==> src/rtl/cmd_sequencer.sv <==
// Layer command sequencer: fetches 6-word commands into a shadow register, validates and issues them to the engines.
// Optional watchdog on the RUN state is enabled by defining CSB_WDT_EN.
module cmd_sequencer #(
    parameter int          CNT_W     = 7,
    parameter int          WDT_W     = 20,
    parameter int unsigned WDT_LIMIT = 32'h000F_FFFF
) (
    input  logic             clk,
    input  logic             rst_n,
    input  logic             op_en,
    input  logic             irq_clr,
    input  logic [CNT_W-1:0] cmd_size,
    input  logic [31:0]      cmd,
    input  logic             cmd_we,
    output logic             cmd_rd_en,
    input  logic             engine_ready,
    output logic             engine_valid,
    output logic             engine_reset,
    output logic [2:0]       op_type,
    output logic             padding,
    output logic [3:0]       stride,
    output logic [7:0]       kernel,
    output logic [15:0]      i_channel,
    output logic [15:0]      o_channel,
    output logic [7:0]       i_side,
    output logic [7:0]       o_side,
    output logic [7:0]       kernel_size,
    output logic [7:0]       stride2,
    output logic [31:0]      weight_start_addr,
    output logic [31:0]      data_start_addr,
    output logic [31:0]      result_start_addr,
    output logic [CNT_W-1:0] done_cmd_count,
    output logic             busy,
    output logic [1:0]       err,
    output logic             irq
);

    typedef enum logic [2:0] {
        S_IDLE,
        S_WAIT,
        S_ISSUE,
        S_RUN,
        S_FINISH,
        S_ERROR
    } state_t;

    state_t state, state_next;

    // Word 0 is kept compacted: {kernel, stride, padding, op_type}
    logic [15:0]      sh_w0;
    logic [31:0]      sh_w1, sh_w2, sh_w3, sh_w4, sh_w5;
    logic             shadow_full;
    logic [2:0]       word_idx;
    logic [CNT_W-1:0] fetched;
    logic [CNT_W-1:0] size_r;
    logic [CNT_W-1:0] done_inc;

    logic fetch_act, last_word, cmd_ok, timeout;
    logic do_start, do_issue, do_bad, do_done, do_wdt, do_clr;

    assign fetch_act = ((state == S_WAIT) || (state == S_ISSUE) || (state == S_RUN))
                       && !shadow_full && (fetched < size_r);
    assign last_word = (word_idx == 3'd5);
    assign cmd_rd_en = fetch_act && !(cmd_we && last_word);
    assign done_inc  = done_cmd_count + CNT_W'(1);
    assign cmd_ok    = ((sh_w0[2:0] == 3'b001) || (sh_w0[2:0] == 3'b100) || (sh_w0[2:0] == 3'b101))
                       && (sh_w0[7:4] != 4'd0);

`ifdef CSB_WDT_EN
    localparam logic [WDT_W-1:0] WDT_LAST = WDT_W'(WDT_LIMIT - 1);
    logic [WDT_W-1:0] wdt;

    // The counter holds the number of RUN cycles already spent on the current command.
    always_ff @(posedge clk or negedge rst_n) begin
        if (!rst_n) begin
            wdt <= '0;
        end else if (do_issue) begin
            wdt <= '0;
        end else if (state == S_RUN) begin
            wdt <= wdt + WDT_W'(1);
        end
    end

    assign timeout = (wdt == WDT_LAST);
`else
    logic [WDT_W-1:0] wdt_unused;
    assign wdt_unused = WDT_W'(WDT_LIMIT);
    assign timeout    = 1'b0;
`endif

    always_comb begin
        state_next = state;
        do_start   = 1'b0;
        do_issue   = 1'b0;
        do_bad     = 1'b0;
        do_done    = 1'b0;
        do_wdt     = 1'b0;
        do_clr     = 1'b0;
        case (state)
            S_IDLE: begin
                if (op_en) begin
                    do_start   = 1'b1;
                    state_next = (cmd_size != '0) ? S_WAIT : S_FINISH;
                end
            end
            S_WAIT: begin
                if (shadow_full) state_next = S_ISSUE;
            end
            S_ISSUE: begin
                if (cmd_ok) begin
                    do_issue   = 1'b1;
                    state_next = S_RUN;
                end else begin
                    do_bad     = 1'b1;
                    state_next = S_ERROR;
                end
            end
            S_RUN: begin
                if (engine_ready) begin
                    do_done = 1'b1;
                    if (done_inc == size_r)  state_next = S_FINISH;
                    else if (shadow_full)    state_next = S_ISSUE;
                    else                     state_next = S_WAIT;
                end else if (timeout) begin
                    do_wdt     = 1'b1;
                    state_next = S_ERROR;
                end
            end
            S_FINISH, S_ERROR: begin
                if (irq_clr) begin
                    do_clr     = 1'b1;
                    state_next = S_IDLE;
                end
            end
            default: state_next = S_IDLE;
        endcase
    end

    always_ff @(posedge clk or negedge rst_n) begin
        if (!rst_n) begin
            state          <= S_IDLE;
            shadow_full    <= 1'b0;
            word_idx       <= 3'd0;
            fetched        <= '0;
            size_r         <= '0;
            done_cmd_count <= '0;
            engine_valid   <= 1'b0;
            engine_reset   <= 1'b1;
            busy           <= 1'b0;
            err            <= 2'b00;
            irq            <= 1'b0;
        end else begin
            state <= state_next;
            if (do_start) begin
                size_r         <= cmd_size;
                fetched        <= '0;
                word_idx       <= 3'd0;
                shadow_full    <= 1'b0;
                done_cmd_count <= '0;
                err            <= 2'b00;
                busy           <= (cmd_size != '0);
                irq            <= (cmd_size == '0);
            end
            if (fetch_act && cmd_we) begin
                if (last_word) begin
                    shadow_full <= 1'b1;
                    word_idx    <= 3'd0;
                    fetched     <= fetched + CNT_W'(1);
                end else begin
                    word_idx <= word_idx + 3'd1;
                end
            end
            if (do_issue) begin
                shadow_full  <= 1'b0;
                engine_valid <= 1'b1;
                engine_reset <= 1'b0;
            end
            if (do_bad) begin
                err  <= 2'b01;
                irq  <= 1'b1;
                busy <= 1'b0;
            end
            if (do_done) begin
                engine_valid   <= 1'b0;
                engine_reset   <= 1'b1;
                done_cmd_count <= done_inc;
                if (state_next == S_FINISH) begin
                    irq  <= 1'b1;
                    busy <= 1'b0;
                end
            end
            if (do_wdt) begin
                engine_valid <= 1'b0;
                engine_reset <= 1'b1;
                err          <= 2'b10;
                irq          <= 1'b1;
                busy         <= 1'b0;
            end
            if (do_clr) begin
                irq            <= 1'b0;
                err            <= 2'b00;
                done_cmd_count <= '0;
                fetched        <= '0;
                word_idx       <= 3'd0;
                shadow_full    <= 1'b0;
            end
        end
    end

    // Shadow words carry no reset; shadow_full alone marks them meaningful.
    always_ff @(posedge clk) begin
        if (fetch_act && cmd_we) begin
            case (word_idx)
                3'd0:    sh_w0 <= {cmd[23:16], cmd[11:8], cmd[4], cmd[2:0]};
                3'd1:    sh_w1 <= cmd;
                3'd2:    sh_w2 <= cmd;
                3'd3:    sh_w3 <= cmd;
                3'd4:    sh_w4 <= cmd;
                default: sh_w5 <= cmd;
            endcase
        end
    end

    always_ff @(posedge clk or negedge rst_n) begin
        if (!rst_n) begin
            op_type           <= 3'd0;
            padding           <= 1'b0;
            stride            <= 4'd0;
            kernel            <= 8'd0;
            i_channel         <= 16'd0;
            o_channel         <= 16'd0;
            i_side            <= 8'd0;
            o_side            <= 8'd0;
            kernel_size       <= 8'd0;
            stride2           <= 8'd0;
            weight_start_addr <= 32'd0;
            data_start_addr   <= 32'd0;
            result_start_addr <= 32'd0;
        end else if (do_issue) begin
            op_type           <= sh_w0[2:0];
            padding           <= sh_w0[3];
            stride            <= sh_w0[7:4];
            kernel            <= sh_w0[15:8];
            i_channel         <= sh_w1[15:0];
            o_channel         <= sh_w1[31:16];
            i_side            <= sh_w2[7:0];
            o_side            <= sh_w2[15:8];
            kernel_size       <= sh_w2[23:16];
            stride2           <= sh_w2[31:24];
            weight_start_addr <= sh_w3;
            data_start_addr   <= sh_w4;
            result_start_addr <= sh_w5;
        end
    end

endmodule

==> config.mk <==
export PLATFORM = sky130hd
export DESIGN_NAME = cmd_sequencer
export DESIGN_NICKNAME = d
export VERILOG_FILES = /design/src/rtl/cmd_sequencer.sv
export SDC_FILE = /design/constraint.sdc
export NUM_CORES = 1
export LEC_CHECK = 0
export ABC_AREA = 1
export ABC_CLOCK_PERIOD_IN_PS = 12300
export BUFFER_PORTS_ARGS = -buffer_cell sky130_fd_sc_hd__buf_2
export CAP_MARGIN = 30
export CORE_UTILIZATION = 60
export DETAILED_ROUTE_END_ITERATION = 8
export GPL_TIMING_DRIVEN = 1
export HOLD_SLACK_MARGIN = 0.15
export PLACE_DENSITY = 0.95
export RECOVER_POWER = 50
export SETUP_SLACK_MARGIN = 0.2
export SYNTH_ARGS = -nofsm -noshare
export SYNTH_HDL_FRONTEND = slang
export SYNTH_SLANG_ARGS = --single-unit
==> constraint.sdc <==
create_clock -name clk -period 12.3 [get_ports clk]
set_clock_uncertainty 0.2 [all_clocks]
set_input_delay 2.46 -clock clk [delete_from_list [all_inputs] [get_ports clk]]
set_output_delay 2.46 -clock clk [all_outputs]
set_load 0.01 [all_outputs]
**Word level (Yosys, flattened, before mapping)**

Index checks and enable logic that the tools add are counted.

- Add/subtract/negate cells: 3
- Magnitude comparators: 1
- Equal/unequal tests: 15
- Muxes and demuxes: 51
- Bitwise logic cells: 1
- Reductions and logical operators: 29

Operator list:

| cell | count |
|---|---|
| 2-to-1 mux 7 bit | 7 |
| 2-to-1 mux 3 bit | 11 |
| 2-to-1 mux 1 bit | 28 |
| equality test 3 bit, second input constant | 7 |
| one-hot mux 3 bit (5 select lines) | 1 |
| adder 7 x 1 -> 7 bit, second input constant | 2 |
| equality test 3 x 2 -> 1 bit, second input constant | 4 |
| AND reduction 2 bit | 6 |
| equality test 3 x 1 -> 1 bit, second input constant | 3 |
| nonzero test 3 bit | 3 |
| 2-to-1 mux 2 bit | 4 |
| equality test 7 bit | 1 |
| zero test 7 bit | 1 |
| < comparator 7 bit | 1 |
| nonzero test 7 bit | 1 |
| logical AND 1 bit | 6 |
| zero test 3 bit | 2 |
| OR reduction 5 bit | 1 |
| logical OR 1 bit | 4 |
| nonzero test 4 bit | 1 |
| adder 3 x 1 -> 3 bit, second input constant | 1 |
| zero test 1 bit | 2 |
| nonzero test 2 bit | 1 |
| OR reduction 2 bit | 1 |
| NOT 1 bit | 1 |

- Flip-flop bits (word level): 386
- Input bits: 45
- Output and inout port bits: 190

**Depth between registers and ports, before layout**

- Depth in word-level cells: 10
- Mapped depth: 12
- Gate-level depth less buffers: 12

**Worst setup path before layout**

OpenSTA, ideal clock, no wires.

- Path kind: in2reg
- Start point: in cmd_we
- End point: reg sh_w5[0] (enable)
- Library setup time: 461 ps
- Arrival time: 4947 ps
- Setup slack: 6692 ps
- Stages on the path: 3
- Buffers on the path: 1
- Path through: nand4_4 -> buf_6 -> nor3_1

- Longest elaborated chain between the ends: 2

Ends and longest elaborated chain:

| element | line | RTL |
|---|---|---|
| from (decl) | 14 | `input logic cmd_we,` |
| logical AND 1 bit | 212 | `if (fetch_act && cmd_we) begin` |
| AND reduction 2 bit (no source line) | -- |  |
| to (signal assigned) | 219 | `default: sh_w5 <= cmd;` |
| to (decl) | 51 | `logic [31:0] sh_w1, sh_w2, sh_w3, sh_w4, sh_w5;` |

Every way passes these cells.
A chain may end at the register's enable or synchronous reset.

**Worst setup path after layout**

- Start point: reg state[1]
- End point: reg engine_valid

- Longest elaborated chain between the ends: 3
- Elaborated cells between the ends (all ways): 6
- Classes of those cells: 2 x eq/ne; 3 x mux; 1 x reduce/logical

Ends and longest elaborated chain:

| element | line | RTL |
|---|---|---|
| from (decl) | 47 | `state_t state, state_next;` |
| from (signal assigned) | 153 | `state <= state_next;` |
| equality test 3 x 2 -> 1 bit | 99 | `case (state)` |
| 2-to-1 mux 1 bit | 99 |  |
| 2-to-1 mux 1 bit / nonzero test 2 bit (equally long branches) | -- |  |
| to (signal assigned) | 175 | `engine_valid <= 1'b1;` |
| to (signal assigned) | 184 | `engine_valid <= 1'b0;` |
| to (signal assigned) | 193 | `engine_valid <= 1'b0;` |
| to (decl) | 17 | `output logic engine_valid,` |

Several ways; a longest one is shown, not always the timed one.

==> results summary <==
The power density relative to cell area is approximately 250 nW/um^2. For this design, the CTS-stage hold fixing added 0 buffers. CTS placed an instance of sky130_fd_sc_hd__clkbuf_16 at the clock tree root. The share of final-layout standard cells stronger than drive strength 1 is 18.4%. Setup repair after global routing left no endpoint under its margin. Dividing the detail-routed via count by the number of cells gives roughly 5.5. The family of cells with the greatest summed delay on the critical path is buffers and inverters.

STA classifies the critical path startpoint as a register. Counting every net in the synthesized netlist gives 1267. Global routing finished with a remaining overflow of 0. For this run, design rule violations remaining after detail routing come to 0. TritonCTS built the clock tree.

The kind of path behind the tightest hold check is register to register. The synthesized cell area came out at around 14000 sq um. The weighted congestion reported at the end of routability-driven placement is about 0.90. The number of max-cap violations came out at 5.

The number of cells after detailed placement came out at between 1500 and 2000. The first-pass GRT wire length came out at 51900 microns. Total power for the finished layout comes to roughly 4.1 mW. The number of buffers added by the clock tree synthesis step is 37.

The x dimension of the die came out at between 150 and 200 microns. The final period demand of the worst path came out at slightly above 8000 ps. After clock tree synthesis, the clock-pin slew on the worst setup and hold paths is 60 ps. The relative area change from synthesis to final layout came out at 19.4%. The maximum VDD drop is about 0.15 mV.

The via count of the first global-routing pass came out at 9730. The largest net degree at the start of global routing came out at between 80 and 90. The total core area came out at between 20000 and 25000 sq um. In this run the worst path has a maximum fanout of between 80 and 90.

Of the available clock period, the critical path in the final layout requires about 67%. The number of antenna violations at the first check in global routing is 0. The worst slew margin relative to its limit came out at -108%. The part of the Yosys area used for sequential elements came out at 75.2%. The routed length per instance is approximately 19 microns.

0 antenna diodes ended up in the layout. The Yosys step of the flow raised 0 warnings. The boundary pin count came out at about 240. The count of buffer and inverter cells on the critical path came out at 3. The die covers roughly 24000 sq um. The total global-route track usage is approximately 29%. The total negative setup slack is 0 ps. Buffers added to address setup during post-CTS repair amount to 0. The count of port buffers added during placement is 233. The placed wire-length estimate after detailed placement is between 20000 and 25000 microns.

The number of setup violations in the final report came out at 0. The number of hold-slack violations in the final timing report is 0. The post-synthesis sequential element count came out at between 300 and 400. At the pin with the least slew margin, the transition time is slightly above 3000 ps. The clock sink count is roughly 390. Once detail routing completed, the nets flagged for antenna violations numbered 0.

The initial cell density of the core is roughly 60%. The average footprint of a synthesized cell came out at approximately 12 sq um. The upper clock frequency limit came out at around 120 MHz. The clock insertion delay at the later pin of the skew report is about 530 ps. Walking the worst path, the cells encountered are inv_1 > nor3_1 > nand3_1 > clkinvlp_2 > buf_4 > o21a_1. The slowest cell on the critical path is sky130_fd_sc_hd__clkinvlp_2. The total number of nets in the final design came out at roughly 1500. The leakage power came out at approximately 8.3 nW.

The die is roughly 150 microns tall. The number of gates resized after CTS was 0. The filler-free cell count of the finished design came out at roughly 1800. The number of vias in the routed layout came out at 9819. The run finished, with violations left. The final reports fail on capacitance limit, slew limit.

Synthesis handed over a netlist of 1213 instances. The count of routing violations after the opening detailed-route iteration is just over 1000. The H-tree level count is 2. The floorplan row count is between 50 and 60. The final number of max-transition violations came out at about 300. The number of distinct library cells after synthesis is 34. The worst setup path is of the register to register kind. The peak per-stage delay on the critical path came out at roughly 3500 ps.

The maximum root-to-sink buffer count is 3. For the worst setup path, the data arrival time is around 8400 ps. The first-pass iteration count of the detailed router came out at 5. The worst register-to-register path has a setup slack of between 4000 and 5000 ps. The nature of the critical path endpoint is a register. The overall routed net length came out at between 30000 and 40000 microns. Data on the critical path is required at its endpoint by approximately 13000 ps.
[area by class of cell]
| class | count | area [sq um] |
|---|---|---|
| Inverter | 52 | 196 |
| Clock buffer | 55 | 1070 |
| Timing Repair Buffer | 247 | 1320 |
| Tap cell | 313 | 392 |
| Fill cell | 1395 | 6070 |
| Multi-Input combinational cell | 734 | 3040 |
| Clock inverter | 13 | 164 |
| Sequential cell | 385 | 10500 |
[path summary, 6_finish.rpt]
kind / startpoint / endpoint / cells past startpoint
min: sh_w3[3]$_DFFE_PP_ / weight_start_addr[3]$_DFFE_PN0P_ / 2
max reg2reg: state[1]$_DFF_PN0_ / engine_valid$_DFFE_PN0P_ / 6
max in group asynchronous: rst_n / engine_reset$_DFFE_PN1P_ / 3
max: state[1]$_DFF_PN0_ / engine_valid$_DFFE_PN0P_ / 6
min in group asynchronous: rst_n / weight_start_addr[20]$_DFFE_PN0P_ / 1
min reg2reg: sh_w3[3]$_DFFE_PP_ / weight_start_addr[3]$_DFFE_PN0P_ / 2
[stage by stage]
step	worst slack, ps	utilization [%]	hold WS, ps	area [sq um]
after floorplan	6690	-	218	14000
after global placement	6700	67.7	220	15400
after detailed placement	6700	68.2	226	15500
after CTS	6700	73.7	240	16800
after global routing	3550	73.3	255	16700
final	4090	73.3	239	16700
[sequential cells by signal (all words and copies together), names as in the netlist, 16 cells and up]
signal             cells
data_start_addr       32
result_start_addr     32
sh_w1                 32
sh_w2                 32
sh_w3                 32
sh_w4                 32
sh_w5                 32
weight_start_addr     32
i_channel             16
o_channel             16
sh_w0                 16
[synthesized netlist by cell type]
| library cell | number | share of area (%) |
|---|---|---|
| sky130_fd_sc_hd__nand2_1 | 596 | 16 |
| sky130_fd_sc_hd__dfrtp_1 | 208 | 37 |
| sky130_fd_sc_hd__edfxtp_1 | 176 | 38 |
| sky130_fd_sc_hd__inv_1 | 49 | 1.3 |
| sky130_fd_sc_hd__nor2_1 | 35 | 0.94 |
| sky130_fd_sc_hd__nand3_1 | 21 | 0.75 |
| sky130_fd_sc_hd__a21oi_1 | 20 | 0.72 |
| sky130_fd_sc_hd__o21ai_0 | 17 | 0.61 |
| sky130_fd_sc_hd__clkbuf_1 | 15 | 0.40 |
| sky130_fd_sc_hd__buf_2 | 14 | 0.50 |
| sky130_fd_sc_hd__buf_4 | 12 | 0.64 |
| sky130_fd_sc_hd__ha_1 | 9 | 0.81 |
| sky130_fd_sc_hd__nor3_1 | 7 | 0.25 |
| sky130_fd_sc_hd__nand4_1 | 5 | 0.22 |
| sky130_fd_sc_hd__o22ai_1 | 4 | 0.18 |
| sky130_fd_sc_hd__xor2_1 | 4 | 0.25 |
| sky130_fd_sc_hd__inv_2 | 3 | 0.081 |
| sky130_fd_sc_hd__o21a_1 | 2 | 0.11 |
| sky130_fd_sc_hd__a211oi_2 | 1 | 0.089 |
| sky130_fd_sc_hd__a31oi_1 | 1 | 0.045 |
| sky130_fd_sc_hd__and2_0 | 1 | 0.045 |
| sky130_fd_sc_hd__buf_6 | 1 | 0.081 |
| sky130_fd_sc_hd__conb_1 | 1 | 0.027 |
| sky130_fd_sc_hd__dfstp_2 | 1 | 0.19 |
| sky130_fd_sc_hd__mux2_2 | 1 | 0.081 |
| sky130_fd_sc_hd__nand3_2 | 1 | 0.072 |
| sky130_fd_sc_hd__nand4_4 | 1 | 0.15 |
| sky130_fd_sc_hd__nor2_4 | 1 | 0.081 |
| sky130_fd_sc_hd__nor3_2 | 1 | 0.072 |
| sky130_fd_sc_hd__nor3_4 | 1 | 0.12 |
| sky130_fd_sc_hd__nor4_1 | 1 | 0.045 |
| sky130_fd_sc_hd__o21ai_1 | 1 | 0.036 |
| sky130_fd_sc_hd__or2_2 | 1 | 0.045 |
| sky130_fd_sc_hd__xnor2_1 | 1 | 0.063 |
[placed cells by master (no fill, tap or decap), drive strengths merged]
| cell type | synthesis | layout |
|---|---|---|
| a21oi | 20 | 20 |
| clkinv | 0 | 8 |
| nor4 | 1 | 1 |
| o21ai | 18 | 18 |
| dfstp | 1 | 1 |
| clkinvlp | 0 | 2 |
| inv | 52 | 52 |
| a211oi | 1 | 1 |
| nor3 | 9 | 9 |
| a31oi | 1 | 1 |
| xnor2 | 1 | 1 |
| nand4 | 6 | 6 |
| clkbuf | 15 | 94 |
| buf | 27 | 208 |
| nand3 | 22 | 22 |
| nor2 | 36 | 36 |
| bufinv | 0 | 3 |
| ha | 9 | 9 |
| or2 | 1 | 1 |
| nand2 | 596 | 596 |
| and2 | 1 | 1 |
| o22ai | 4 | 4 |
| edfxtp | 176 | 176 |
| xor2 | 4 | 4 |
| o21a | 2 | 2 |
| dfrtp | 208 | 208 |
| mux2 | 1 | 1 |
| conb | 1 | 1 |
[cell families after synthesis]
logic type               count (synthesis)  share of synthesized area, %
AO/OA/AOI/OAI                           46                          1.78
adder cells (fa/ha/maj)                  9                         0.805
AND/OR/NAND/NOR                        672                          18.8
multiplexers                             1                        0.0805
buffers and inverters                   94                          3.02
XOR/XNOR                                 5                         0.313
flip-flops                             385                          75.2
other                                    1                        0.0268
[report_power, final]
part / leakage (nW) / switching (mW) / internal [mW] / total (mW)
clock: 0.602 / 0.469 / 0.674 / 1.14
sequential: 4.41 / 0.230 / 1.72 / 1.95
combinational: 3.34 / 0.631 / 0.376 / 1.01
total: 8.34 / 1.33 / 2.77 / 4.10
[routing by layer]
metal / share of wire (%) / GRT usage, % / up-vias
met5: 0 / 0 / -
met4: 4.8 / 14.9 / 0
met3: 7.2 / 4.99 / 110
met2: 50 / 48.7 / 505
met1: 38 / 36.0 / 4811
li1: - / - / 4393
[worst reg2reg max path, cell delays in order (launching register included)]
cell and delay, ps:
sky130_fd_sc_hd__dfrtp_1 420, sky130_fd_sc_hd__inv_1 120, sky130_fd_sc_hd__nor3_1 110, sky130_fd_sc_hd__nand3_1 2180
sky130_fd_sc_hd__clkinvlp_2 3580, sky130_fd_sc_hd__buf_4 1140, sky130_fd_sc_hd__o21a_1 340
No activity file was read; power rests on OpenSTA's default activity.
